## src/rtl/lif_pkg.sv

```systemverilog
// Shared types and helpers for the leaky integrate-and-fire layer.
// Optional feature macro used by this codebase: LIF_LAYER_SPIKE_COUNT_EN.
package lif_pkg;

    localparam int BETA_W = 3;

    typedef enum logic [1:0] {
        IDLE   = 2'd0,
        UPDATE = 2'd1,
        DONE   = 2'd2
    } lif_state_e;

    // Unsigned add clamped to the largest w-bit value (w <= 32).
    function automatic logic [31:0] sat_add(input logic [31:0] a, input logic [31:0] b, input int w);
        logic [32:0] s;
        logic [32:0] lim;
        s   = {1'b0, a} + {1'b0, b};
        lim = (33'd1 << w) - 33'd1;
        return (s > lim) ? lim[31:0] : s[31:0];
    endfunction

endpackage

```

## src/rtl/lif_layer_if.sv

```systemverilog
// Step-request / step-complete bus of the LIF layer plus state readback.
// spike_cnt exists only when LIF_LAYER_SPIKE_COUNT_EN is defined.
interface lif_layer_if #(
    parameter int N_NEURONS = 4,
    parameter int STATE_W   = 8,
    parameter int CUR_W     = 8
`ifdef LIF_LAYER_SPIKE_COUNT_EN
    ,
    parameter int CNT_W     = 8
`endif
);
    import lif_pkg::*;

    localparam int SEL_W = (N_NEURONS > 1) ? $clog2(N_NEURONS) : 1;

    // A step is accepted on a rising edge where in_valid && in_ready; in_valid
    // while in_ready is low is dropped. out_valid is a one-cycle completion pulse.
    logic                 in_valid;
    logic                 in_ready;
    logic [CUR_W-1:0]     in_current;
    logic [BETA_W-1:0]    beta_shift;
    logic [STATE_W-1:0]   threshold;
    logic                 out_valid;
    logic [N_NEURONS-1:0] spikes;
    logic [SEL_W-1:0]     state_sel;
    logic [STATE_W-1:0]   state_out;
    lif_state_e           dbg_state;
`ifdef LIF_LAYER_SPIKE_COUNT_EN
    logic [CNT_W-1:0]     spike_cnt;
`endif

    modport master (
        output in_valid, in_current, beta_shift, threshold, state_sel,
`ifdef LIF_LAYER_SPIKE_COUNT_EN
        input  spike_cnt,
`endif
        input  in_ready, out_valid, spikes, state_out, dbg_state
    );

    modport slave (
        input  in_valid, in_current, beta_shift, threshold, state_sel,
`ifdef LIF_LAYER_SPIKE_COUNT_EN
        output spike_cnt,
`endif
        output in_ready, out_valid, spikes, state_out, dbg_state
    );

endinterface

```

## src/rtl/lif_update.sv

```systemverilog
// Combinational single-neuron update: refractory hold, leak, saturating
// integrate and threshold fire.
module lif_update
    import lif_pkg::*;
#(
    parameter int STATE_W    = 8,
    parameter int RF_W       = 2,
    parameter int REFRAC_CYC = 2
) (
    input  logic [STATE_W-1:0] i_mem,
    input  logic [STATE_W-1:0] i_cur,
    input  logic [BETA_W-1:0]  i_beta_shift,
    input  logic [STATE_W-1:0] i_threshold,
    input  logic [RF_W-1:0]    i_refrac,
    output logic [STATE_W-1:0] o_mem,
    output logic               o_spike,
    output logic [RF_W-1:0]    o_refrac
);

    logic [STATE_W-1:0] w_leak;
    logic [STATE_W-1:0] w_sum;

    always_comb begin
        w_leak = (i_beta_shift == '0) ? '0 : (i_mem >> i_beta_shift);
        // mem - leak never underflows, so only the add can overflow.
        w_sum  = STATE_W'(sat_add(32'(i_mem - w_leak), 32'(i_cur), STATE_W));
    end

    always_comb begin
        o_mem    = '0;
        o_spike  = 1'b0;
        o_refrac = '0;
        if (i_refrac != '0) begin
            o_refrac = i_refrac - 1'b1;
        end else if (w_sum >= i_threshold) begin
            o_spike  = 1'b1;
            o_refrac = RF_W'(REFRAC_CYC);
        end else begin
            o_mem    = w_sum;
        end
    end

endmodule

```

## src/rtl/lif_layer.sv

```systemverilog
// Layer of N LIF neurons updated one per clock through a shared lif_update.
// Define LIF_LAYER_SPIKE_COUNT_EN to add per-neuron saturating spike counters.
module lif_layer
    import lif_pkg::*;
#(
    parameter int N_NEURONS    = 4,
    parameter int STATE_W      = 8,
    parameter int CUR_W        = 8,
    parameter int CHAIN_WEIGHT = 128,
    parameter int REFRAC_CYC   = 2
`ifdef LIF_LAYER_SPIKE_COUNT_EN
    ,
    parameter int CNT_W        = 8
`endif
) (
    input  logic        clk,
    input  logic        rst,
    lif_layer_if.slave  bus
);

    localparam int SEL_W = (N_NEURONS > 1) ? $clog2(N_NEURONS) : 1;
    localparam int RF_W  = (REFRAC_CYC > 0) ? $clog2(REFRAC_CYC + 1) : 1;

    lif_state_e           r_state;
    lif_state_e           w_next_state;
    logic [SEL_W-1:0]     r_idx;
    logic [STATE_W-1:0]   r_mem    [N_NEURONS];
    logic [RF_W-1:0]      r_refrac [N_NEURONS];
    logic [CUR_W-1:0]     r_cur;
    logic [BETA_W-1:0]    r_beta;
    logic [STATE_W-1:0]   r_thr;
    logic [N_NEURONS-1:0] r_shadow;
    logic [N_NEURONS-1:0] r_spikes;

    logic [SEL_W-1:0]     w_prev_idx;
    logic                 w_last;
    logic [STATE_W-1:0]   w_in;
    logic [STATE_W-1:0]   w_mem_next;
    logic                 w_spike;
    logic [RF_W-1:0]      w_refrac_next;
    logic [N_NEURONS-1:0] w_shadow_next;

    always_ff @(posedge clk) begin
        if (rst) begin
            r_state <= IDLE;
        end else begin
            r_state <= w_next_state;
        end
    end

    always_comb begin
        w_next_state = r_state;
        case (r_state)
            IDLE:    if (bus.in_valid) w_next_state = UPDATE;
            UPDATE:  if (w_last) w_next_state = DONE;
            DONE:    w_next_state = IDLE;
            default: w_next_state = IDLE;
        endcase
    end

    assign w_last     = (r_idx == SEL_W'(N_NEURONS - 1));
    assign w_prev_idx = r_idx - 1'b1;

    // Neuron 0 takes the external current; the rest take the chain weight
    // when their predecessor fired earlier in this same step.
    always_comb begin
        w_in = '0;
        if (r_idx == '0) begin
            w_in = STATE_W'(r_cur);
        end else if (r_shadow[w_prev_idx]) begin
            w_in = STATE_W'(CHAIN_WEIGHT);
        end
    end

    lif_update #(
        .STATE_W    (STATE_W),
        .RF_W       (RF_W),
        .REFRAC_CYC (REFRAC_CYC)
    ) u_update (
        .i_mem        (r_mem[r_idx]),
        .i_cur        (w_in),
        .i_beta_shift (r_beta),
        .i_threshold  (r_thr),
        .i_refrac     (r_refrac[r_idx]),
        .o_mem        (w_mem_next),
        .o_spike      (w_spike),
        .o_refrac     (w_refrac_next)
    );

    always_comb begin
        w_shadow_next        = r_shadow;
        w_shadow_next[r_idx] = w_spike;
    end

    always_ff @(posedge clk) begin
        if (rst) begin
            r_idx    <= '0;
            r_cur    <= '0;
            r_beta   <= '0;
            r_thr    <= '0;
            r_shadow <= '0;
            r_spikes <= '0;
            for (int i = 0; i < N_NEURONS; i++) begin
                r_mem[i]    <= '0;
                r_refrac[i] <= '0;
            end
        end else begin
            case (r_state)
                IDLE: begin
                    if (bus.in_valid) begin
                        r_cur    <= bus.in_current;
                        r_beta   <= bus.beta_shift;
                        r_thr    <= bus.threshold;
                        r_idx    <= '0;
                        r_shadow <= '0;
                    end
                end
                UPDATE: begin
                    r_mem[r_idx]    <= w_mem_next;
                    r_refrac[r_idx] <= w_refrac_next;
                    r_shadow        <= w_shadow_next;
                    r_idx           <= r_idx + 1'b1;
                    // Publish the full vector so it is valid alongside out_valid.
                    if (w_last) r_spikes <= w_shadow_next;
                end
                default: ;
            endcase
        end
    end

    assign bus.in_ready  = (r_state == IDLE);
    assign bus.out_valid = (r_state == DONE);
    assign bus.spikes    = r_spikes;
    assign bus.state_out = r_mem[bus.state_sel];
    assign bus.dbg_state = r_state;

`ifdef LIF_LAYER_SPIKE_COUNT_EN
    logic [CNT_W-1:0] r_cnt [N_NEURONS];

    always_ff @(posedge clk) begin
        if (rst) begin
            for (int i = 0; i < N_NEURONS; i++) r_cnt[i] <= '0;
        end else if (r_state == UPDATE && w_spike && r_cnt[r_idx] != '1) begin
            r_cnt[r_idx] <= r_cnt[r_idx] + 1'b1;
        end
    end

    assign bus.spike_cnt = r_cnt[bus.state_sel];
`endif

endmodule

```

## src/flat_wrapper.sv

```systemverilog
// flat-port wrapper written by rule: the top's interface ports become plain ports
module lif_layer_flat import lif_pkg::*;
#(
    parameter int N_NEURONS    = 4,
    parameter int STATE_W      = 8,
    parameter int CUR_W        = 8,
    parameter int CHAIN_WEIGHT = 128,
    parameter int REFRAC_CYC   = 2

)
  (clk, rst, bus_in_valid, bus_in_current, bus_beta_shift, bus_threshold, bus_state_sel, bus_in_ready, bus_out_valid, bus_spikes, bus_state_out, bus_dbg_state);
  lif_layer_if #(.N_NEURONS(N_NEURONS), .STATE_W(STATE_W), .CUR_W(CUR_W)) bus_i ();
  input  logic clk;
  input  logic rst;
  input wire logic [$bits(bus_i.in_valid)-1:0] bus_in_valid;
  input wire logic [$bits(bus_i.in_current)-1:0] bus_in_current;
  input wire logic [$bits(bus_i.beta_shift)-1:0] bus_beta_shift;
  input wire logic [$bits(bus_i.threshold)-1:0] bus_threshold;
  input wire logic [$bits(bus_i.state_sel)-1:0] bus_state_sel;
  output wire logic [$bits(bus_i.in_ready)-1:0] bus_in_ready;
  output wire logic [$bits(bus_i.out_valid)-1:0] bus_out_valid;
  output wire logic [$bits(bus_i.spikes)-1:0] bus_spikes;
  output wire logic [$bits(bus_i.state_out)-1:0] bus_state_out;
  output wire logic [$bits(bus_i.dbg_state)-1:0] bus_dbg_state;
  assign bus_i.in_valid = bus_in_valid;
  assign bus_i.in_current = bus_in_current;
  assign bus_i.beta_shift = bus_beta_shift;
  assign bus_i.threshold = bus_threshold;
  assign bus_i.state_sel = bus_state_sel;
  assign bus_in_ready = bus_i.in_ready;
  assign bus_out_valid = bus_i.out_valid;
  assign bus_spikes = bus_i.spikes;
  assign bus_state_out = bus_i.state_out;
  assign bus_dbg_state = bus_i.dbg_state;
  lif_layer #(.N_NEURONS(N_NEURONS), .STATE_W(STATE_W), .CUR_W(CUR_W), .CHAIN_WEIGHT(CHAIN_WEIGHT), .REFRAC_CYC(REFRAC_CYC)) u_core (.clk(clk), .rst(rst), .bus(bus_i));
endmodule
```

## config.mk

```make
export PLATFORM = sky130hd
export DESIGN_NAME = lif_layer_flat
export DESIGN_NICKNAME = d
export VERILOG_FILES = /design/src/rtl/lif_pkg.sv /design/src/rtl/lif_layer_if.sv /design/src/rtl/lif_update.sv /design/src/rtl/lif_layer.sv /design/src/flat_wrapper.sv
export SDC_FILE = /design/constraint.sdc
export NUM_CORES = 1
export LEC_CHECK = 0
export ABC_AREA = 0
export BUFFER_PORTS_ARGS = -buffer_cell sky130_fd_sc_hd__buf_2
export CAP_MARGIN = 20
export CORE_ASPECT_RATIO = 1.4
export CORE_MARGIN = 10
export CORE_UTILIZATION = 45
export DETAILED_ROUTE_END_ITERATION = 10
export PLACE_DENSITY_LB_ADDON = 0.2
export SETUP_SLACK_MARGIN = 0.2
export SLEW_MARGIN = 20
export SYNTH_ARGS = -nofsm -noshare
export SYNTH_HDL_FRONTEND = slang
export SYNTH_SLANG_ARGS = --single-unit
```

## constraint.sdc

```tcl
create_clock -name clk -period 18.5 [get_ports clk]
set_input_delay 3.7 -clock clk [delete_from_list [all_inputs] [get_ports clk]]
set_output_delay 3.7 -clock clk [all_outputs]
set_load 0.02 [all_outputs]
```

Word level (Yosys, flattened, before mapping)
Memories as Yosys holds them, arrays and structs flattened. A register that Yosys moved wholly into a read port is not among the register bits.
Index checks and enable logic that the tools add are counted.
{ "totals": {"register_bits": 31, "latchBits": 0, "ramBits": 40, "rom_bits": 0, "wordCells": 74, "memories": 2} }
{ "memory_table": {"columns": ["name", "words", "width", "read_ports", "rd_clocked_by_memory_dff", "wr", "line", "source"], "rows": [
  ["u_core.r_mem", 4, 8, 2, 1, 4, "lif_layer.sv:27", "logic [STATE_W-1:0] r_mem [N_NEURONS];"],
  ["u_core.r_refrac", 4, 2, 1, 1, 4, "lif_layer.sv:28", "logic [RF_W-1:0] r_refrac [N_NEURONS];"]
]} }
{ "classes": {"add_sub_neg": 5, "multipliers": 0, "div": 0, "order_cmp": 5, "eq_ne": 5, "shifts": 1, "mux": 37, "bitwise": 0, "n_reduce_logical": 12} }
{ "op_table": {"columns": ["operator", "n"], "rows": [
  ["2-to-1 mux 8 bit", 7],
  ["adder 32 x 8 -> 33 bit", 1],
  ["greater-than comparator 33 x 8 -> 1 bit (second input constant)", 1],
  ["2-to-1 mux 2 bit", 12],
  ["2-to-1 mux 1 bit", 11],
  ["subtractor 8 x 8 -> 9 bit", 1],
  [">= comparator 8 bit", 1],
  ["one-hot mux 2 bit (2 select lines)", 2],
  ["one-hot mux 4 bit (2 select lines)", 1],
  ["AND reduction 2 bit", 4],
  ["OR reduction 8 bit", 1],
  ["right shift 8 x 3 -> 8 bit", 1],
  ["less-than comparator 2 x 3 -> 1 bit (second input constant)", 2],
  ["bitwise mux 4 bit", 1],
  ["equality test 2 bit (second input constant)", 2],
  ["logical NOT 2 bit", 2],
  ["2-to-1 mux 4 bit", 1],
  ["nonzero test 2 bit", 2],
  ["subtractor 2 x 1 -> 2 bit (second input constant)", 2],
  ["logical NOT 3 bit", 1],
  ["adder 2 x 1 -> 2 bit (second input constant)", 1],
  ["binary-select mux 1 bit (select 2 bit)", 1],
  ["demux 1 bit (select 2 bit)", 1],
  ["equality test 2 x 1 -> 1 bit (second input constant)", 1],
  ["5 further kinds", 5]
]} }

Longest topological paths before layout
Gate-level depths: netlist of run 1.
{ "logic_depth": {"ltp_word": 13, "depth_mapped": 33} }

Cells and area by module
Synthesis of run 1 repeated with hierarchy kept, for this count alone.
{ "unflattened": {"hier_cells": 472, "hier_area_um2": 4813.4} }
{ "modules_own_cells": {"columns": ["module", "instances", "cells_per_inst", "area_per_inst_um2"], "rows": [
  ["lif_layer", 1, 273, 3329.4],
  ["lif_update", 1, 199, 1483.9]
]} }

Worst setup path before layout of run 1
No wires, ideal clock.
{ "synth_timing": {"path_type": "input to output", "startpoint": "in bus_state_sel[0]", "endpoint": "out bus_state_out[0]", "arrival_time_ps": 4755, "setup_slack_ps": 10045, "stages": 2, "n_path_buf": 1, "cell_sequence": "clkbuf_1 -> mux4_2"} }
{ "synth_between": {"elab_chain_cells": 1} }
{ "synth_rtl": {"columns": ["element", "line", "source"], "rows": [
  ["start, declared", "flat_wrapper.sv:19", "input wire logic [$bits(bus_i.state_sel)-1:0] bus_state_sel;"],
  ["memory read (4 x 8 bit)", null, null],
  ["end, declared", "flat_wrapper.sv:23", "output wire logic [$bits(bus_i.state_out)-1:0] bus_state_out;"]
]} }
Every way passes these cells.

==> run_results.csv, run 1 <==
group,metric,value,unit
global_route,grt_pass1_wl,17400,um
cts,clock_latency,0.34,ns
yosys,synth.most_common_cell,"nand2_1",
cts,clkSlewWorstSetupHoldPaths,0.06,ns
route,ant_nets,0,
sta,rsz0062_at_grt,"false",
floorplanning,row_count,43,
placed_design,place_ws,10.01,ns
sta,drv_slew,0,
yosys,synth_area_leaders,"edfxtp_1 (26%), dfxtp_1 (14%), ha_1 (10%)",
route,avgViaCountPerCell,5.53,
route,wirelength,10700,um
setup_path,crit_arrival,8.73,ns
setup_path,slowest_stage,"dfxtp_1",
setup_path,critPathMaxFanout,10,
layout,multi_input_area,2590,um2
pwr,fin_total_pwr,460,uW
sta,final.setup_skew,0.00927,ns
layout,synthToLayoutAreaGrowth,12.3,%
placed_design,place_congestion,0.835,
floorplanning,fp.dieW,106,um
yosys,netlist_area,4640,um2
cts,cts_tree,"done",
sta,max_freq,0.117,GHz
floorplanning,core,10000,um2
layout,drive_gt1_frac,0.198,
placed_design,port_buffers,39,
yosys,synth_seq_cells,73,
sta,fin_crit_sh,0.462,
yosys,yosysTopAreaCellShare,0.259,
sta,finalSetupTns,0,ns
yosys,yosys.area.top_type,"edfxtp_1",
yosys,synth_cell_type_count,55,
floorplanning,fp.dieH,140,um
layout,fin_area,5210,um2
setup_path,cp_common_cell,"ha_1",
setup_path,r2r-end,"u_core.r_mem[0][1]$_SDFFCE_PN0P_",
layout,fin_nets,553,
route,drtIter0Drc,194,
setup_path,end_kind,"register",
sta,max_slew_margin,0.321,
worst_hold_path,min-delay-start,"u_core.r_cur[5]$_SDFFE_PP0P_",
setup_path,startpoint_type,"register",
yosys,async_flop_share,0,
run,maxCapViolations,0,
setup_path,r2r_setup_slack,9.95,ns
cts,numCtsBuffers,9,
setup_path,crit_required,18.68,ns
global_route,grt_max_degree,33,
layout,n_fill_cell,947,
global_route,antenna_found_initial,0,
layout,seqCellArea,1860,um2
cts,ctsHoldBuffers,0,
floorplanning,initial_core_util,0.463,
yosys,synth_cells,457,
route,drt_pass1_iterations,4,
global_route,grt_use_total,0.145,
layout,antennaDiodeCount,0,
yosys,synthFlopType,"edfxtp_1",
cts,post_cts_buffers,0,
sta,tightestPinTransition,1.02,ns
cts,cts_resized,0,
worst_hold_path,hold_end,"u_core.r_cur[5]$_SDFFE_PP0P_",
cts,clock-sinks,73,
setup_path,crit_type,"reg -> reg",
yosys,avgSynthCellArea,10.1,um2
route,vias,3480,
sta,hold_violations,0,
sta,setup_viol,0,
cts,ctsHtreeMaxLevel,3,
yosys,ys_seq_area_frac,0.402,
global_route,globalRouteOverflowTotal,0,
placed_design,placed_area,4920,um2
yosys,yosys_warnings,0,
cts,cts_buffer_depth,2,
cts,cts_root_buf,"clkbuf_16",
pwr,leakagePower,2.11,nW
sta,fin_ws,9.95,ns
yosys,synth_edf_count,40,
global_route,grt_pass1_vias,3567,
route,drc,0,
yosys,synth_common_cells,"nand2_1 (52), nor2_1 (50), edfxtp_1 (40), ha_1 (38), dfxtp_1 (33)",
yosys,synth_fp_nets,521,
worst_hold_path,hold_class,"reg -> reg",
placed_design,dp_hpwl,8350,um
floorplanning,die_area,14800,um2
run_status,status,"finished, final reports clean",
pwr,p_per_area,88.4,nW/um2
route,drt-wirelength-per-cell,17.0,um
floorplanning,io_pins,40,
setup_path,cp_slowest_stage_delay,0.78,ns
worst_hold_path,hold_path_depth,2,
pwr,vdd_drop_max,0.0000665,V
setup_path,r2r_cells,29,
sta,min_period,8.55,ns
## layout make-up
| cell class | count | share of cell area |
|---|---|---|
| clock buffer | 9 | 0.0432 |
| timing repair buffer | 39 | 0.0375 |
| inverter | 28 | 0.0202 |
| tap | 135 | 0.0324 |
| multi-input combinational | 338 | 0.498 |
| clock inverter | 7 | 0.0113 |
| sequential | 73 | 0.357 |
## state kept, by name, indices dropped and copies added, names as in the netlist, named ones only
register,flops
u_core.bus.dbg_state,2
u_core.r_idx,2
u_core.r_mem,32
u_core.r_refrac,8
u_core.bus.spikes,4
u_core.r_shadow,4
u_core.r_thr,8
u_core.r_cur,8
u_core.r_beta,3
## cells by family (layout without fill, tap and decap cells)
family / Yosys count / in the layout / synth area share
multiplexers: 30 / 30 / 0.117
AO/OA/AOI/OAI: 92 / 92 / 0.130
other: 1 / 1 / 0.000809
buffers and inverters: 46 / 83 / 0.0391
adder cells (fa/ha/maj): 40 / 40 / 0.111
AND/OR/NAND/NOR: 165 / 165 / 0.182
XOR/XNOR: 10 / 10 / 0.0189
flip-flops: 73 / 73 / 0.402
## worst max-delay path: cells and delay by family, from the launching register on
kind            cells  cell delay [ns]
compound gates     12             2.67
simple gates        8             2.29
fa+ha+maj           5             1.47
mux                 2             0.92
flops               1             0.78
xor+xnor            1             0.14
buf+inv             1             0.10
## how the worst max path moves through the flow
stage | from | endpoint | depth (start not counted) | slack [ns]
after floorplan | bus_state_sel[0] | bus_state_out[0] | 2 | 10.04
after global placement | bus_state_sel[0] | bus_state_out[3] | 3 | 10.07
after detailed placement | register | u_core.r_mem[0][7]$_SDFFCE_PN0P_ | 29 | 10.01
after CTS | register | u_core.r_mem[0][1]$_SDFFCE_PN0P_ | 29 | 9.98
after global routing | register | u_core.r_mem[2][0]$_SDFFCE_PN0P_ | 30 | 9.38
final | register | u_core.r_mem[0][1]$_SDFFCE_PN0P_ | 29 | 9.95
## report_power, final
part,total (mW),internal (mW),switching [mW]
Sequential,0.185,0.178,0.00647
Clock,0.163,0.0927,0.0702
Combinational,0.113,0.0470,0.0656
## routing by layer
layer / track usage / wire (um) / vias to the layer above
met3: 0.0271 / 401 / 23
met4: 0.0665 / 303 / 0
met2: 0.259 / 5460 / 79
li1: - / - / 1709
met1: 0.162 / 4520 / 1669
met5: 0 / 0 / -
## placed cells by master, fill, tap and decap left out, types with 2 or more instances in the layout
cell type   Yosys  final
a211oi_1        3      3
a21o_1          4      4
a21oi_1        30     30
a22oi_1         3      3
a31oi_1         2      2
a32o_1          4      4
and2_1          8      8
buf_2           1     39
clkbuf_16       0      9
clkinvlp_4      0      2
dfxtp_1        33     33
edfxtp_1       40     40
fa_1            2      2
ha_1           38     38
inv_1          28     28
inv_6           0      4
mux2_2          4      4
mux2i_1         7      7
mux4_2         19     19
nand2_1        52     52
nand2b_1       12     12
nand3_1         4      4
nand3b_1        3      3
nand4_1         3      3
nor2_1         50     50
nor2_2          2      2
nor2b_1         9      9
nor3_1          6      6
nor3_4          5      5
o211ai_1        2      2
o21a_1          6      6
o21ai_0        22     22
o21bai_1        3      3
or2_2           5      5
or4_1           2      2
xnor2_1         8      8
xor2_1          2      2
## stage by stage
| stage | std cells | hold WS, ns | util |
|---|---|---|---|
| 6_report | 629 | 0.450 | 0.521 |
| 3_3_place_gp | 613 | 0.439 | 0.492 |
| 2_1_floorplan | 457 | 0.432 | - |
| 5_1_grt | 629 | 0.467 | 0.521 |
| 3_5_place_dp | 613 | 0.447 | 0.492 |
| 4_1_cts | 629 | 0.455 | 0.521 |
Power figures use the tool's default switching activity.
==> run 2, diff against run 1 <==
clock period = 8.45 ns   (was 18.5 ns; I/O delays follow)
==> run 2 against run 1 <==
Compared with the run above: sequential share of layout area shrank 0.44 points; first-iteration DRC count shrank 7.7%; setup slack lost 9.2 ns; final area grew 1.5%; utilization grew 0.79 points; critical endpoint is now u_core.r_mem[2][4]$_SDFFCE_PN0P_; register-to-register slack lost 9.2 ns.
==> run_results.csv, run 2 (synthesis results as in run 1) <==
group,metric,value,unit
cts,clkSlewWorstSetupHoldPaths,0.06,ns
setup_path,crit_family,"compound AO/OA/AOI/OAI gates",
setup_path,slowest_stage,"mux4_2",
global_route,antenna_found_initial,0,
layout,final-instance-count-excl-fill,634,
sta,final.setup_skew,0.00706,ns
sta,rsz0062_at_grt,"false",
sta,fin_crit_sh,0.915,
setup_path,crit_arrival,7.92,ns
route,ant_nets,0,
worst_hold_path,hold_class,"reg -> reg",
layout,regMostFlops,"u_core.r_mem",
setup_path,crit_type,"reg -> reg",
cts,numCtsBuffers,9,
sta,min_period,7.73,ns
placed_design,dp_hpwl,8720,um
pwr,leakagePower,2.15,nW
layout,n_fill_cell,939,
sta,finalSetupTns,0,ns
sta,hold_violations,0,
route,vias,3506,
pwr,p_per_area,197,nW/um2
floorplanning,io_pins,40,
run_status,status,"finished, final reports clean",
cts,clock-sinks,73,
setup_path,cp_common_cell,"ha_1",
layout,antennaDiodeCount,0,
route,drc,0,
cts,clock_latency,0.33,ns
floorplanning,fp.dieH,140,um
floorplanning,row_count,43,
sta,max_freq,0.129,GHz
sta,max_slew_margin,0.327,
layout,layout_commonest_cell,"nand2_1",
setup_path,r2r-end,"u_core.r_mem[2][4]$_SDFFCE_PN0P_",
route,drt_pass1_iterations,4,
sta,tightestPinTransition,1.01,ns
sta,setup_viol,0,
floorplanning,initial_core_util,0.463,
placed_design,place_congestion,0.837,
setup_path,end_kind,"register",
global_route,grt_pass1_vias,3567,
sta,drv_slew,0,
cts,cts_root_buf,"clkbuf_16",
floorplanning,core,10000,um2
cts,ctsHtreeMaxLevel,3,
placed_design,port_buffers,39,
setup_path,critPathBufInv,3,
route,avgViaCountPerCell,5.53,
setup_path,cp_slowest_stage_delay,0.58,ns
run,maxCapViolations,0,
worst_hold_path,hold_path_depth,2,
layout,drive_gt1_frac,0.214,
layout,largest_register_ffs,32,
setup_path,critPathMaxFanout,9,
route,drt-wirelength-per-cell,17.7,um
pwr,vdd_drop_max,0.000162,V
setup_path,r2r_cells,31,
layout,synthToLayoutAreaGrowth,14.0,%
cts,cts_tree,"done",
setup_path,r2r_setup_slack,0.72,ns
cts,ctsHoldBuffers,0,
floorplanning,die_area,14800,um2
cts,cts_buffer_depth,2,
setup_path,crit_required,8.64,ns
global_route,globalRouteOverflowTotal,0,
global_route,grt_pass1_wl,18500,um
layout,final_cell_mix,"nand2_1 (52), nor2_1 (50), edfxtp_1 (40)",
route,wirelength,11200,um
route,drtIter0Drc,179,
global_route,grt_max_degree,33,
worst_hold_path,hold_end,"u_core.r_thr[5]$_SDFFE_PP0P_",
floorplanning,fp.dieW,106,um
setup_path,startpoint_type,"register",
worst_hold_path,min-delay-start,"u_core.r_thr[5]$_SDFFE_PP0P_",
placed_design,post-place-cells,615,
layout,fin_nets,558,
global_route,grt_use_total,0.154,
run 2: cell types whose count changed in the layout (fill, tap and decap cells not counted), sizes merged:
cell,change
buf,+5
bufinv,+1
clkinv,+2
clkinvlp,-1
inv,-2
run 2: metrics by stage:
stage	cell area [um2]	hold slack, ns	worst slack [ns]	total power, mW	util
2_1_floorplan	4640	0.432	1.32	0.602	-
5_1_grt	5290	0.474	0.195	1.09	0.528
4_1_cts	5240	0.456	0.345	1.04	0.524
6_report	5290	0.456	0.717	1.04	0.528
3_5_place_dp	4940	0.448	0.183	0.663	0.494
3_3_place_gp	4940	0.442	0.491	0.654	0.494
run 2: area by class of cell:
cell class                 instances  area, um2  share of cell area
clock inverter                     7       77.6              0.0147
tap                              135        169              0.0319
inverter                          28        105              0.0199
timing repair buffer              44        233              0.0440
sequential                        73       1870               0.353
multi-input combinational        338       2610               0.494
clock buffer                       9        225              0.0426
run 2: report_power, final:
part / internal [mW] / switching, mW
registers: 0.390 / 0.0141
logic: 0.105 / 0.149
clock network: 0.231 / 0.150
run 2: timing repair:
item,4_1_cts,5_1_grt
setup buffers,0,3
endpoints found under the setup margin,16,39
pin swaps,0,3
resized for setup,1,7
run 2: worst max path at each step:
stage | startpoint | end | slack [ns] | depth (start not counted)
after floorplan | register | u_core.r_mem[2][0]$_SDFFCE_PN0P_ | 1.32 | 31
after global placement | register | u_core.r_mem[2][4]$_SDFFCE_PN0P_ | 0.49 | 29
after detailed placement | register | u_core.r_mem[2][4]$_SDFFCE_PN0P_ | 0.18 | 30
after CTS | register | u_core.r_mem[2][4]$_SDFFCE_PN0P_ | 0.34 | 30
after global routing | register | u_core.r_mem[2][4]$_SDFFCE_PN0P_ | 0.19 | 31
final | register | u_core.r_mem[2][4]$_SDFFCE_PN0P_ | 0.72 | 31
run 2: routing by layer:
metal  vias to the layer above  routed length [um]  GRT usage
met5                         -                   0          0
li1                       1720                   -          -
met3                        16                 304     0.0262
met2                        60                5800      0.275
met1                      1710                4910      0.183
met4                         0                 199     0.0443
run 2: worst min-delay path, delay by kind of cell (launching register included):
kind / cells / cell delay (ns)
AO/OA/AOI/OAI: 1 / 0.05
AND/OR/NAND/NOR: 1 / 0.05
flip-flops: 1 / 0.31
